`src/rtl/ycbcr_pkg.sv`:
```
// Shared types, colour-matrix table and saturation helpers for rgb_to_ycbcr_pipe.
package ycbcr_pkg;

  typedef enum logic [1:0] {
    YCC_BT601_STUDIO = 2'd0,
    YCC_BT601_FULL   = 2'd1,
    YCC_BT709_STUDIO = 2'd2
  } ycc_mode_t;

  typedef logic signed [8:0] coef_t;

  typedef struct packed {
    coef_t      yr;
    coef_t      yg;
    coef_t      yb;
    coef_t      cbr;
    coef_t      cbg;
    coef_t      cbb;
    coef_t      crr;
    coef_t      crg;
    coef_t      crb;
    logic [7:0] y_off;
  } ycc_matrix_t;

  // Q0.8 coefficients in R, G, B order; y_off is in 8-bit output units.
  localparam ycc_matrix_t YCC_MATRIX [3] = '{
    '{ 9'sd66,  9'sd129,  9'sd25, -9'sd38, -9'sd74, 9'sd112, 9'sd112,  -9'sd94, -9'sd18, 8'd16 },
    '{ 9'sd77,  9'sd150,  9'sd29, -9'sd43, -9'sd85, 9'sd128, 9'sd128, -9'sd107, -9'sd21, 8'd0  },
    '{ 9'sd47,  9'sd157,  9'sd16, -9'sd26, -9'sd87, 9'sd112, 9'sd112, -9'sd102, -9'sd10, 8'd16 }
  };

  // The reserved encoding falls back to BT.601 studio.
  function automatic ycc_matrix_t ycc_lookup(input logic [1:0] mode);
    case (mode)
      YCC_BT601_FULL:   return YCC_MATRIX[1];
      YCC_BT709_STUDIO: return YCC_MATRIX[2];
      default:          return YCC_MATRIX[0];
    endcase
  endfunction

  function automatic logic is_studio(input logic [1:0] mode);
    return (mode != YCC_BT601_FULL);
  endfunction

  function automatic logic signed [31:0] sat_signed(input logic signed [31:0] v,
                                                    input logic signed [31:0] lo,
                                                    input logic signed [31:0] hi);
    if (v < lo)
      return lo;
    else if (v > hi)
      return hi;
    else
      return v;
  endfunction

  function automatic logic [31:0] sat_unsigned(input logic signed [31:0] v,
                                               input logic signed [31:0] lo,
                                               input logic signed [31:0] hi);
    if (v < lo)
      return lo;
    else if (v > hi)
      return hi;
    else
      return v;
  endfunction

endpackage

```
`src/rtl/ycc_dot3.sv`:
```
// Registered 3-term signed dot product with round-half-up scaling by 2^-SH.
module ycc_dot3
  import ycbcr_pkg::*;
#(
  parameter int DATA_W = 8,
  parameter int SH     = 8,
  parameter int SW     = DATA_W + 11
) (
  input  logic                 clk,
  input  logic                 rst_n,
  input  logic                 en,
  input  logic [DATA_W-1:0]    a,
  input  logic [DATA_W-1:0]    b,
  input  logic [DATA_W-1:0]    c,
  input  coef_t                ka,
  input  coef_t                kb,
  input  coef_t                kc,
  output logic signed [SW-1:0] rounded
);

  localparam int PW = DATA_W + 9;
  localparam logic signed [SW-1:0] RND = SW'(1) << (SH - 1);

  logic signed [PW-1:0] prod_a;
  logic signed [PW-1:0] prod_b;
  logic signed [PW-1:0] prod_c;
  logic signed [SW-1:0] sum_d;
  logic signed [SW-1:0] sum_q;

  // Pixels are zero-extended so they multiply as non-negative signed values.
  assign prod_a = PW'($signed({1'b0, a})) * PW'(ka);
  assign prod_b = PW'($signed({1'b0, b})) * PW'(kb);
  assign prod_c = PW'($signed({1'b0, c})) * PW'(kc);
  assign sum_d  = SW'(prod_a) + SW'(prod_b) + SW'(prod_c);

  always_ff @(posedge clk or negedge rst_n) begin
    if (!rst_n)
      sum_q <= '0;
    else if (en)
      sum_q <= sum_d;
  end

  assign rounded = (sum_q + RND) >>> SH;

endmodule

```
`src/rtl/rgb_to_ycbcr_pipe.sv`:
```
// Three-stage RGB to YCbCr converter with valid/ready handshake and per-pixel matrix select.
// Define RGB2YCBCR_STUDIO_CLAMP_EN to clamp studio-range modes (0 and 2) to nominal studio levels.
module rgb_to_ycbcr_pipe
  import ycbcr_pkg::*;
#(
  parameter int DATA_W = 8,
  parameter int OUT_W  = 8,
  parameter int USER_W = 2
) (
  input  logic              clk,
  input  logic              rst_n,
  input  logic              in_valid,
  output logic              in_ready,
  input  logic [DATA_W-1:0] in_r,
  input  logic [DATA_W-1:0] in_g,
  input  logic [DATA_W-1:0] in_b,
  input  logic [1:0]        in_mode,
  input  logic [USER_W-1:0] in_user,
  output logic              out_valid,
  input  logic              out_ready,
  output logic [OUT_W-1:0]  out_y,
  output logic [OUT_W-1:0]  out_cb,
  output logic [OUT_W-1:0]  out_cr,
  output logic [USER_W-1:0] out_user
);

  localparam int SH = 8 + DATA_W - OUT_W;
  localparam int SW = DATA_W + 11;
  localparam int SC = OUT_W - 8;

  localparam logic signed [31:0] Y_MAX = 32'((1 << OUT_W) - 1);
  localparam logic signed [31:0] C_MIN = -32'(1 << (OUT_W - 1));
  localparam logic signed [31:0] C_MAX = 32'((1 << (OUT_W - 1)) - 1);

  logic adv;

  logic              s1_valid;
  logic [DATA_W-1:0] s1_r;
  logic [DATA_W-1:0] s1_g;
  logic [DATA_W-1:0] s1_b;
  ycc_matrix_t       s1_mat;
  logic [USER_W-1:0] s1_user;

  logic              s2_valid;
  logic [7:0]        s2_yoff;
  logic [USER_W-1:0] s2_user;

  logic signed [SW-1:0] y_round;
  logic signed [SW-1:0] cb_round;
  logic signed [SW-1:0] cr_round;

  logic signed [31:0] y_lo;
  logic signed [31:0] y_hi;
  logic signed [31:0] c_lo;
  logic signed [31:0] c_hi;
  logic [OUT_W-1:0]   y_next;
  logic [OUT_W-1:0]   cb_next;
  logic [OUT_W-1:0]   cr_next;

  // One global enable: every stage moves together, so bubbles keep their slots.
  assign adv      = !out_valid || out_ready;
  assign in_ready = adv;

  always_ff @(posedge clk or negedge rst_n) begin
    if (!rst_n) begin
      s1_valid <= 1'b0;
      s1_r     <= '0;
      s1_g     <= '0;
      s1_b     <= '0;
      s1_mat   <= '0;
      s1_user  <= '0;
    end else if (adv) begin
      s1_valid <= in_valid;
      s1_r     <= in_r;
      s1_g     <= in_g;
      s1_b     <= in_b;
      s1_mat   <= ycc_lookup(in_mode);
      s1_user  <= in_user;
    end
  end

  ycc_dot3 #(.DATA_W(DATA_W), .SH(SH), .SW(SW)) u_dot_y (
    .clk     (clk),
    .rst_n   (rst_n),
    .en      (adv),
    .a       (s1_r),
    .b       (s1_g),
    .c       (s1_b),
    .ka      (s1_mat.yr),
    .kb      (s1_mat.yg),
    .kc      (s1_mat.yb),
    .rounded (y_round)
  );

  ycc_dot3 #(.DATA_W(DATA_W), .SH(SH), .SW(SW)) u_dot_cb (
    .clk     (clk),
    .rst_n   (rst_n),
    .en      (adv),
    .a       (s1_r),
    .b       (s1_g),
    .c       (s1_b),
    .ka      (s1_mat.cbr),
    .kb      (s1_mat.cbg),
    .kc      (s1_mat.cbb),
    .rounded (cb_round)
  );

  ycc_dot3 #(.DATA_W(DATA_W), .SH(SH), .SW(SW)) u_dot_cr (
    .clk     (clk),
    .rst_n   (rst_n),
    .en      (adv),
    .a       (s1_r),
    .b       (s1_g),
    .c       (s1_b),
    .ka      (s1_mat.crr),
    .kb      (s1_mat.crg),
    .kc      (s1_mat.crb),
    .rounded (cr_round)
  );

  always_ff @(posedge clk or negedge rst_n) begin
    if (!rst_n) begin
      s2_valid <= 1'b0;
      s2_yoff  <= '0;
      s2_user  <= '0;
    end else if (adv) begin
      s2_valid <= s1_valid;
      s2_yoff  <= s1_mat.y_off;
      s2_user  <= s1_user;
    end
  end

`ifdef RGB2YCBCR_STUDIO_CLAMP_EN
  logic s1_studio;
  logic s2_studio;

  always_ff @(posedge clk or negedge rst_n) begin
    if (!rst_n) begin
      s1_studio <= 1'b0;
      s2_studio <= 1'b0;
    end else if (adv) begin
      s1_studio <= is_studio(in_mode);
      s2_studio <= s1_studio;
    end
  end
`endif

  always_comb begin
    y_lo = '0;
    y_hi = Y_MAX;
    c_lo = C_MIN;
    c_hi = C_MAX;
`ifdef RGB2YCBCR_STUDIO_CLAMP_EN
    if (s2_studio) begin
      y_lo = 32'(16 << SC);
      y_hi = 32'(235 << SC);
      c_lo = -32'(112 << SC);
      c_hi = 32'(112 << SC);
    end
`endif
    y_next  = OUT_W'(sat_unsigned($signed(32'(y_round)) + $signed(32'(s2_yoff) << SC), y_lo, y_hi));
    cb_next = OUT_W'(sat_signed($signed(32'(cb_round)), c_lo, c_hi));
    cr_next = OUT_W'(sat_signed($signed(32'(cr_round)), c_lo, c_hi));
  end

  always_ff @(posedge clk or negedge rst_n) begin
    if (!rst_n) begin
      out_valid <= 1'b0;
      out_y     <= '0;
      out_cb    <= '0;
      out_cr    <= '0;
      out_user  <= '0;
    end else if (adv) begin
      out_valid <= s2_valid;
      out_y     <= y_next;
      out_cb    <= cb_next;
      out_cr    <= cr_next;
      out_user  <= s2_user;
    end
  end

endmodule

```
`config.mk`:
```
export PLATFORM = sky130hd
export DESIGN_NAME = rgb_to_ycbcr_pipe
export DESIGN_NICKNAME = d
export VERILOG_FILES = /design/src/rtl/ycbcr_pkg.sv /design/src/rtl/ycc_dot3.sv /design/src/rtl/rgb_to_ycbcr_pipe.sv
export SDC_FILE = /design/constraint.sdc
export NUM_CORES = 1
export LEC_CHECK = 0
export CORE_UTILIZATION = 45
export CTS_CLUSTER_DIAMETER = 30
export DETAILED_ROUTE_END_ITERATION = 10
export PLACE_DENSITY = 0.59
export SLEW_MARGIN = 15
export SYNTH_ARGS = -nofsm -noshare
export SYNTH_HDL_FRONTEND = slang
export SYNTH_SLANG_ARGS = --single-unit
export TNS_END_PERCENT = 20
```
`constraint.sdc`:
```
create_clock -name clk -period 10.7 [get_ports clk]
set_clock_uncertainty 0.1 [all_clocks]
set_input_delay 2.14 -clock clk [delete_from_list [all_inputs] [get_ports clk]]
set_output_delay 2.14 -clock clk [all_outputs]
set_load 0.02 [all_outputs]
```
### After elaboration in Yosys (flattened, before gate mapping)

Index checks and enable logic that the tools add are counted.

| operators by class | value |
|---|---|
| equal/unequal tests | 2 |
| reduce and logical (&&, ||, !) cells | 2 |
| muxes and demuxes | 7 |
| add/subtract/negate cells | 10 |
| multipliers | 9 |
| order comparisons | 6 |

Operators with widths:

| cell | number |
|---|---|
| 87-bit case mux with 2 select lines | 1 |
| 9-bit by 9-bit multiplier with 17-bit output | 8 |
| 18-bit by 17-bit adder with 19-bit output | 3 |
| 19-bit by 9-bit adder with 19-bit output (second input constant) | 3 |
| 8-bit 2-to-1 mux | 6 |
| 17-bit by 17-bit adder with 18-bit output | 2 |
| 11-bit by 8-bit greater-than comparator with 1-bit output (second input constant) | 2 |
| 11-bit by 8-bit < comparator with 1-bit output (second input constant) | 2 |
| 16-bit by 17-bit adder with 18-bit output | 1 |
| 8-bit by 7-bit multiplier with 15-bit output | 1 |
| 11-bit by 9-bit adder with 12-bit output | 1 |
| 12-bit by 9-bit greater-than comparator with 1-bit output (second input constant) | 1 |
| 12-bit by 1-bit < comparator with 1-bit output (second input constant) | 1 |
| 2-bit by 1-bit equality test with 1-bit output (second input constant) | 1 |
| 2-bit equality test (second input constant) | 1 |
| 1-bit logical NOT | 1 |
| 1-bit logical OR | 1 |

| storage, ports and cells | value |
|---|---|
| bits in registers | 209 |
| input bits | 32 |
| word-level logic and storage cells | 62 |
| output and inout port bits | 28 |

### Depth between registers and ports, before layout

Gate-level depths: netlist of run 1.

| logic depth | value |
|---|---|
| depth in word-level cells | 5 |
| depth in mapped cells | 31 |
| depth with buffers taken out | 29 |

### Modules after synthesis

A second synthesis of run 1 with hierarchy kept.

| unflattened totals | value |
|---|---|
| cells, all modules | 3372 |
| area, all modules | 29828.6 µm² |

Modules (own cells, without submodules):

| module | seq. area each (µm²) | cells each | instances | area each (µm²) |
|---|---|---|---|---|
| ycc_dot3 (u_dot_y) | 300.3 | 1037 | 1 | 9029.9 |
| ycc_dot3 (u_dot_cb) | 300.3 | 1007 | 1 | 8894.8 |
| ycc_dot3 (u_dot_cr) | 300.3 | 995 | 1 | 8882.3 |
| rgb_to_ycbcr_pipe | 1626.6 | 333 | 1 | 3021.6 |

### Worst setup path before layout of run 1

Ideal clock, no wire load.

| timing path | value |
|---|---|
| path kind | flip-flop to flip-flop |
| start | register s1_mat[60] (netlist bit) |
| end | register u_dot_cb.sum_q[16] |
| library setup time | 0.122 ns |
| arrival | 7.472 ns |
| stages on the path, launching flop included | 25 |
| clock period less this slack | 7.694 ns |
| data required time | 10.478 ns |
| path slack | 3.006 ns |
| path buffers | 2 |
| cell sequence | dfrtp_1 -> clkbuf_1 -> clkbuf_1 -> nand2_1 -> fa_1 -> fa_1 -> inv_1 -> fa_1 -> fa_1 -> fa_1 -> ha_1 -> nand2_1 -> o21ai_0 -> o41a_1 -> o21a_1 -> or2_2 -> fa_1 -> inv_1 -> ha_1 -> a21o_1 -> a2111oi_1 -> o2bb2ai_1 -> a21oi_1 -> or4_1 -> a32o_1 |

| between the ends | value |
|---|---|
| word-level cells in the longest chain between the ends | 3 |

RTL lines:

| what | RTL line | text |
|---|---|---|
| from (decl) | rgb_to_ycbcr_pipe.sv:41 | `ycc_matrix_t s1_mat;` |
| from (signal assigned) | rgb_to_ycbcr_pipe.sv:77 | `s1_mat <= ycc_lookup(in_mode);` |
| 9-bit by 9-bit multiplier with 17-bit output | ycc_dot3.sv:31 | `assign prod_a = PW'($signed({1'b0, a})) * PW'(ka);` |
| 17-bit by 17-bit adder with 18-bit output | ycc_dot3.sv:34 | `assign sum_d = SW'(prod_a) + SW'(prod_b) + SW'(prod_c);` |
| 18-bit by 17-bit adder with 19-bit output | ycc_dot3.sv:34 |  |
| to (signal assigned) | ycc_dot3.sv:40 | `sum_q <= sum_d;` |
| to (decl) | ycc_dot3.sv:28 | `logic signed [SW-1:0] sum_q;` |

No other way between the ends.
A chain may end at the register's enable or synchronous reset.

### Worst setup path after layout of run 1

| timing path | value |
|---|---|
| start | register s1_mat[55] (netlist bit) |
| end | register u_dot_cb.sum_q[17] |

Same word-level chain as after synthesis.

==> out/results.txt, run 1 <==
Status -> finished, final reports clean
Final WL -> 53.6 mm
Post-Place Cells -> 3055
Initial antenna violation count -> 0
Clock transition at the registers of the reported paths -> 0.09 ns
Fin crit share -> 0.748
GPL Wtd Cong -> 0.914
Synthesized instance count -> 2433
TritonCTS Buffers -> 9
Crit-path most repeated cell -> fa_1
Net Count, Synth -> 3185
FMAX -> 125 MHz
Final core utilization -> 0.493
Clk buf depth -> 2
Syn Std Cell Area -> 21600 µm²
TritonCTS sink count -> 99
Unrepaired setup endpoints after global routing -> no
Via count -> 16041
Nets@finish -> 3211
DIE AREA -> 48900 µm²
Iteration-0 DRC Markers -> 891
MaxCap Viol Count -> 0
Synth warn -> 0
Largest net degree at the start of global routing -> 55
CTS tree -> built
IO Pins -> 60
CP Max Fanout -> 19
Clock latency at the later pin of the worst-skew pair -> 0.41 ns
Wire per inst -> 17.5 µm
Crit path required time -> 10.87 ns
Critical Path Start -> s1_mat[55]
Max_slew headroom -> 0.423
Setup TNS -> 0 ns
Cell Count, Final, Fillers Out -> 3072
HPWL Detailed -> 46.1 mm
Worst path max stage delay -> 0.80 ns
FF+latch count, synth -> 99
Die Width -> 221 µm
GRT overflow -> 0
Post-CTS Setup Bufs -> 0
Rows -> 79
Area Overhead vs Synth -> 7.16%
Detail Route Antenna Nets -> 0
Die Y -> 221 µm
Most frequent cells in the layout -> 493 x inv_1, 462 x ha_1, 262 x nand2_1, 258 x fa_1
Post-synth cell types -> 65
Final setup viols -> 0
Post-layout min period -> 8.00 ns
Root buffer cell -> clkbuf_16
Slowest CP cell -> dfrtp_1
Max-slew violations -> 0
Final Hold Fails -> 0
Initial Util -> 0.460
Overall routing resource usage -> 0.231
CP arrival -> 8.17 ns
Crit. End Element -> register
DRC Markers -> 0
Post-cts gate resize count -> 0
Post-CTS Hold Fix Bufs -> 0
H-tree depth -> 3
Share of post-route cells with drive strength above 1 -> 0.0207
Vias/cell -> 5.22
Syn avg cell area -> 8.88 µm²
R2R Path Start -> s1_mat[55]
Setup CP Type -> register to register
Worst-margin pin slew -> 0.859 ns
Vias in the first global route -> 16538
Post-synth ARST share -> 1.00
TritonRoute pass-1 iters -> 5
Post-synth EDFFs -> 0
Primary FF master, synth -> dfrtp_1
First-pass GRT wire length -> 87.9 mm
Crit start category -> register
Hold Crit Class -> register to register
CORE AREA -> 47000 µm²
Port bufs -> 59
Most common cell after layout, fill and taps aside -> inv_1
Min-delay src -> out_user[0]
Sequential element share of the synthesized area -> 0.115
[Yosys cell counts (all sizes together), types with 31 or more instances]
library cell | n | area share
a21oi | 96 | 0.022
nand2 | 262 | 0.046
xor2 | 51 | 0.021
inv | 494 | 0.086
o21ai | 74 | 0.017
nor2 | 100 | 0.017
ha | 462 | 0.27
nor3 | 31 | 0.0072
xnor2 | 87 | 0.035
dfrtp | 99 | 0.11
clkbuf | 48 | 0.0083
and2 | 90 | 0.026
fa | 258 | 0.24
[path summary, 6_finish.rpt]
path	slack [ns]	cells past startpoint	end
setup / recovery	2.70	26	u_dot_cb.sum_q[17]
hold / removal	0.37	2	out_user[0]
setup reg to reg	2.70	26	u_dot_cb.sum_q[17]
hold reg to reg	0.37	2	out_user[0]
max in group asynchronous	7.60	2	s1_mat[57]
min in group asynchronous	1.65	1	out_cr[4]
[worst max-delay path, delay by kind of cell, from the launching register on]
kind	cells	cell delay, ns
adders and majority gates	8	3.58
xor gates and xnor gates	1	0.18
buffers and inverters	5	0.32
AOI/OAI and AO/OA	9	2.20
DFF	1	0.80
and+or+nand+nor	3	0.68
[cells by family after synthesis]
| kind of cell | count (synthesis) | share of synthesized area |
|---|---|---|
| fa+ha+maj | 720 | 0.507 |
| flops | 99 | 0.115 |
| xor+xnor | 138 | 0.0559 |
| buf+inv | 549 | 0.0956 |
| simple gates | 602 | 0.131 |
| mux | 5 | 0.00237 |
| compound gates | 320 | 0.0938 |
[metal layers]
layer	global-route usage	part of all wire	wire, µm
met1	0.324	0.48	25700
met2	0.363	0.44	23800
met3	0.0262	0.039	2110
met4	0.0914	0.036	1930
met5	0	0	0
[cell type report]
class / instances / area (µm²)
inverter: 494 / 1860
tap: 607 / 759
antenna: 1 / 2.50
clock buffer: 9 / 225
timing repair buffer: 70 / 671
clock inverter: 7 / 91.3
fill: 4502 / 23800
multi-input combinational: 1785 / 17100
sequential: 99 / 2480
[sequential cells by signal, indices dropped and copies added, names as in the netlist]
signal and flops:
s1_r 8, s2_user 2, u_dot_y.sum_q 10, s1_b 8, s2_yoff 1, out_y 8, s2_valid 1, out_user 2
u_dot_cr.sum_q 12, s1_valid 1, s1_g 8, s1_user 2, out_valid 1, out_cb 8, out_cr 8, u_dot_cb.sum_q 12
s1_mat 7
[metrics by stage]
stage               instance area, µm²  hold slack [ns]  setup WS (ns)
finish                           23200            0.366           2.70
CTS                              23200            0.373           2.71
detailed placement               22800            0.355           2.75
global placement                 22800            0.348           2.92
global route                     23200            0.395           2.33
floorplan                        21600            0.330           3.01
Power of run 1 is left out: the tool's default activity adds up to more than one toggle a clock period on the data nets, which glitch-free logic cannot reach.
==> run 2: changes to the inputs <==
==> constraint.sdc (replaced) <==
create_clock -name clk -period 7.7 [get_ports clk]
set_clock_uncertainty 0.1 [all_clocks]
set_input_delay 1.54 -clock clk [delete_from_list [all_inputs] [get_ports clk]]
set_output_delay 1.54 -clock clk [all_outputs]
set_load 0.02 [all_outputs]
==> out/results.txt, run 2 (synthesis results as in run 1) <==
Port bufs -> 59 (unchanged)
HPWL Detailed -> 48.7 mm (+5.6%)
Area Overhead vs Synth -> 8.04%
Status -> finished, final reports clean
CP Max Fanout -> 9 (-10)
Unrepaired setup endpoints after global routing -> no
Fin crit share -> 0.958 (+0.210)
Root buffer cell -> clkbuf_16
Largest net degree at the start of global routing -> 53 (-3.6%)
GPL Wtd Cong -> 0.921 (+0.77%)
TritonRoute pass-1 iters -> 5 (unchanged)
Max-slew violations -> 0 (unchanged)
Rows -> 79 (unchanged)
Crit path required time -> 7.90 ns (-2.97 ns)
Biggest regs -> u_dot_cb.sum_q x12, u_dot_cr.sum_q x12, u_dot_y.sum_q x10
Detail Route Antenna Nets -> 0 (unchanged)
Post-CTS Setup Bufs -> 0 (unchanged)
Wire per inst -> 17.8 µm (+2.1%)
Met1 global-route usage -> 0.335 (+0.0116)
Final setup viols -> 0 (unchanged)
WP buf/inv -> 3 (-2)
Final Cell Area -> 23300 µm² (+0.82%)
CP arrival -> 7.57 ns (-0.60 ns)
Via count -> 16058 (+0.11%)
Iteration-0 DRC Markers -> 902 (+1.2%)
Ant. Diodes -> 0 (-1)
Crit. End Element -> register
Final WL -> 55.1 mm (+2.8%)
Most common cell after layout, fill and taps aside -> inv_1
Reg-to-reg endpoint -> u_dot_cb.sum_q[16]
DRC Markers -> 0 (unchanged)
Hold Path Depth -> 2 (unchanged)
First-pass GRT wire length -> 89.8 mm (+2.2%)
Share of post-route cells with drive strength above 1 -> 0.0326 (+0.0119)
TritonCTS sink count -> 99 (unchanged)
Cell Area, Placed -> 23000 µm² (+0.81%)
Met2 usage -> 0.376 (+0.0126)
R2R Path Start -> s1_r[4]
Global route hottest layer -> met2
Worst path max stage delay -> 0.58 ns (-0.22 ns)
Overall routing resource usage -> 0.236 (+0.00560)
Setup TNS -> 0 ns (unchanged)
H-tree depth -> 3 (unchanged)
Vias/cell -> 5.19 (-0.61%)
CTS tree -> built
MaxCap Viol Count -> 0 (unchanged)
Max_slew headroom -> 0.436 (+0.0128)
Min-delay src -> s2_valid
Worst hold slack -> 0.365 ns (-0.00136 ns)
Worst-margin pin slew -> 0.840 ns (-0.0191 ns)
Clock transition at the registers of the reported paths -> 0.08 ns (about the same)
Crit-path cells -> and2_1 -> inv_1 -> fa_1 -> inv_1 -> fa_1 -> ha_1 -> fa_1 -> ha_1 -> ha_1 -> a21oi_1 -> o21ai_0 -> o41a_1 -> o21a_1 -> or2_2 -> fa_1 -> inv_1 -> ha_1 -> a21o_1 -> a2111oi_2 -> o2bb2ai_1 -> a21oi_1 -> or4_1 -> a32o_1
Worst reg2reg path depth -> 23 (-12%)
Die Width -> 221 µm (unchanged)
Hold Crit Class -> register to register
R2R Setup Slk -> 0.32 ns (-2.38 ns)
Setup CP Type -> register to register
Nets@finish -> 3234 (+0.72%)
Final Hold Fails -> 0 (unchanged)
Critical path's top delay family -> adder cells
Vias in the first global route -> 16394 (-0.87%)
Post-layout min period -> 7.38 ns (-0.625 ns)
Clk buf depth -> 2 (unchanged)
Hold Path End -> s2_valid
DIE AREA -> 48900 µm² (unchanged)
Die Y -> 221 µm (unchanged)
TritonCTS Buffers -> 9 (unchanged)
Crit start category -> register
Grt met3 use -> 0.0317 (+0.00558)
Initial antenna violation count -> 0 (unchanged)
IO Pins -> 60 (unchanged)
FMAX -> 136 MHz (+8.5%)
Initial Util -> 0.460 (unchanged)
Critical Path Start -> s1_r[4]
CORE AREA -> 47000 µm² (unchanged)
Clock latency at the later pin of the worst-skew pair -> 0.40 ns (about the same)
GRT overflow -> 0 (unchanged)
Slowest CP cell -> dfrtp_1
Most frequent cells in the layout -> 493 x inv_1, 462 x ha_1, 261 x nand2_1, 258 x fa_1, 99 x nor2_1
-- run 2: cell types whose count changed in the layout (fill, tap and decap cells not counted), moves of 2 or more --
cell / before / now
inv_6: 2 / 4
dfrtp_2: 0 / 2
dfrtp_1: 99 / 97
buf_4: 12 / 33
a2111oi_2: 0 / 2
-- run 2: routing by layer --
layer | vias up | wire [µm]
met5 | - | 0
li1 | 7935 | -
met2 | 268 | 24900
met4 | 0 | 1150
met1 | 7817 | 26900
met3 | 38 | 2100
-- run 2: worst max path at each step --
stage          cells after the start  slack, ns                 end
5_1_grt                           28     0.0004  u_dot_cr.sum_q[17]
2_1_floorplan                     24      0.006  u_dot_cb.sum_q[16]
6_report                          23       0.32  u_dot_cb.sum_q[16]
4_1_cts                           28       0.12  u_dot_cb.sum_q[18]
3_3_place_gp                      23       0.37  u_dot_cb.sum_q[17]
3_5_place_dp                      23       0.21  u_dot_cb.sum_q[18]
-- run 2: final cells by class --
type	count	area, µm²
Tap cell	607	759
Fill cell	4504	23600
Clock inverter	7	63.8
Sequential cell	99	2480
Clock buffer	9	225
Inverter	494	1860
Timing Repair Buffer	93	860
Multi-Input combinational cell	1785	17100
-- run 2: tightest hold or removal path: cells and delay by family (launching register included) --
family	cells	cell delay (ns)
flip-flops	1	0.34
AND/OR/NAND/NOR	2	0.10
-- run 2: metrics by stage --
step                setup slack, ns   util  instances
finish                        0.323  0.497       3094
global route               0.000400  0.497       3094
CTS                           0.123  0.496       3094
detailed placement            0.206  0.490       3078
global placement              0.368  0.490       3078
floorplan                   0.00611      -       2433
-- run 2: timing repair --
action,4_1_cts,5_1_grt
gates resized for setup,0,9
endpoints found under the setup margin,0,7
hold buffers,0,0
Power of run 2 is left out for the same reason.
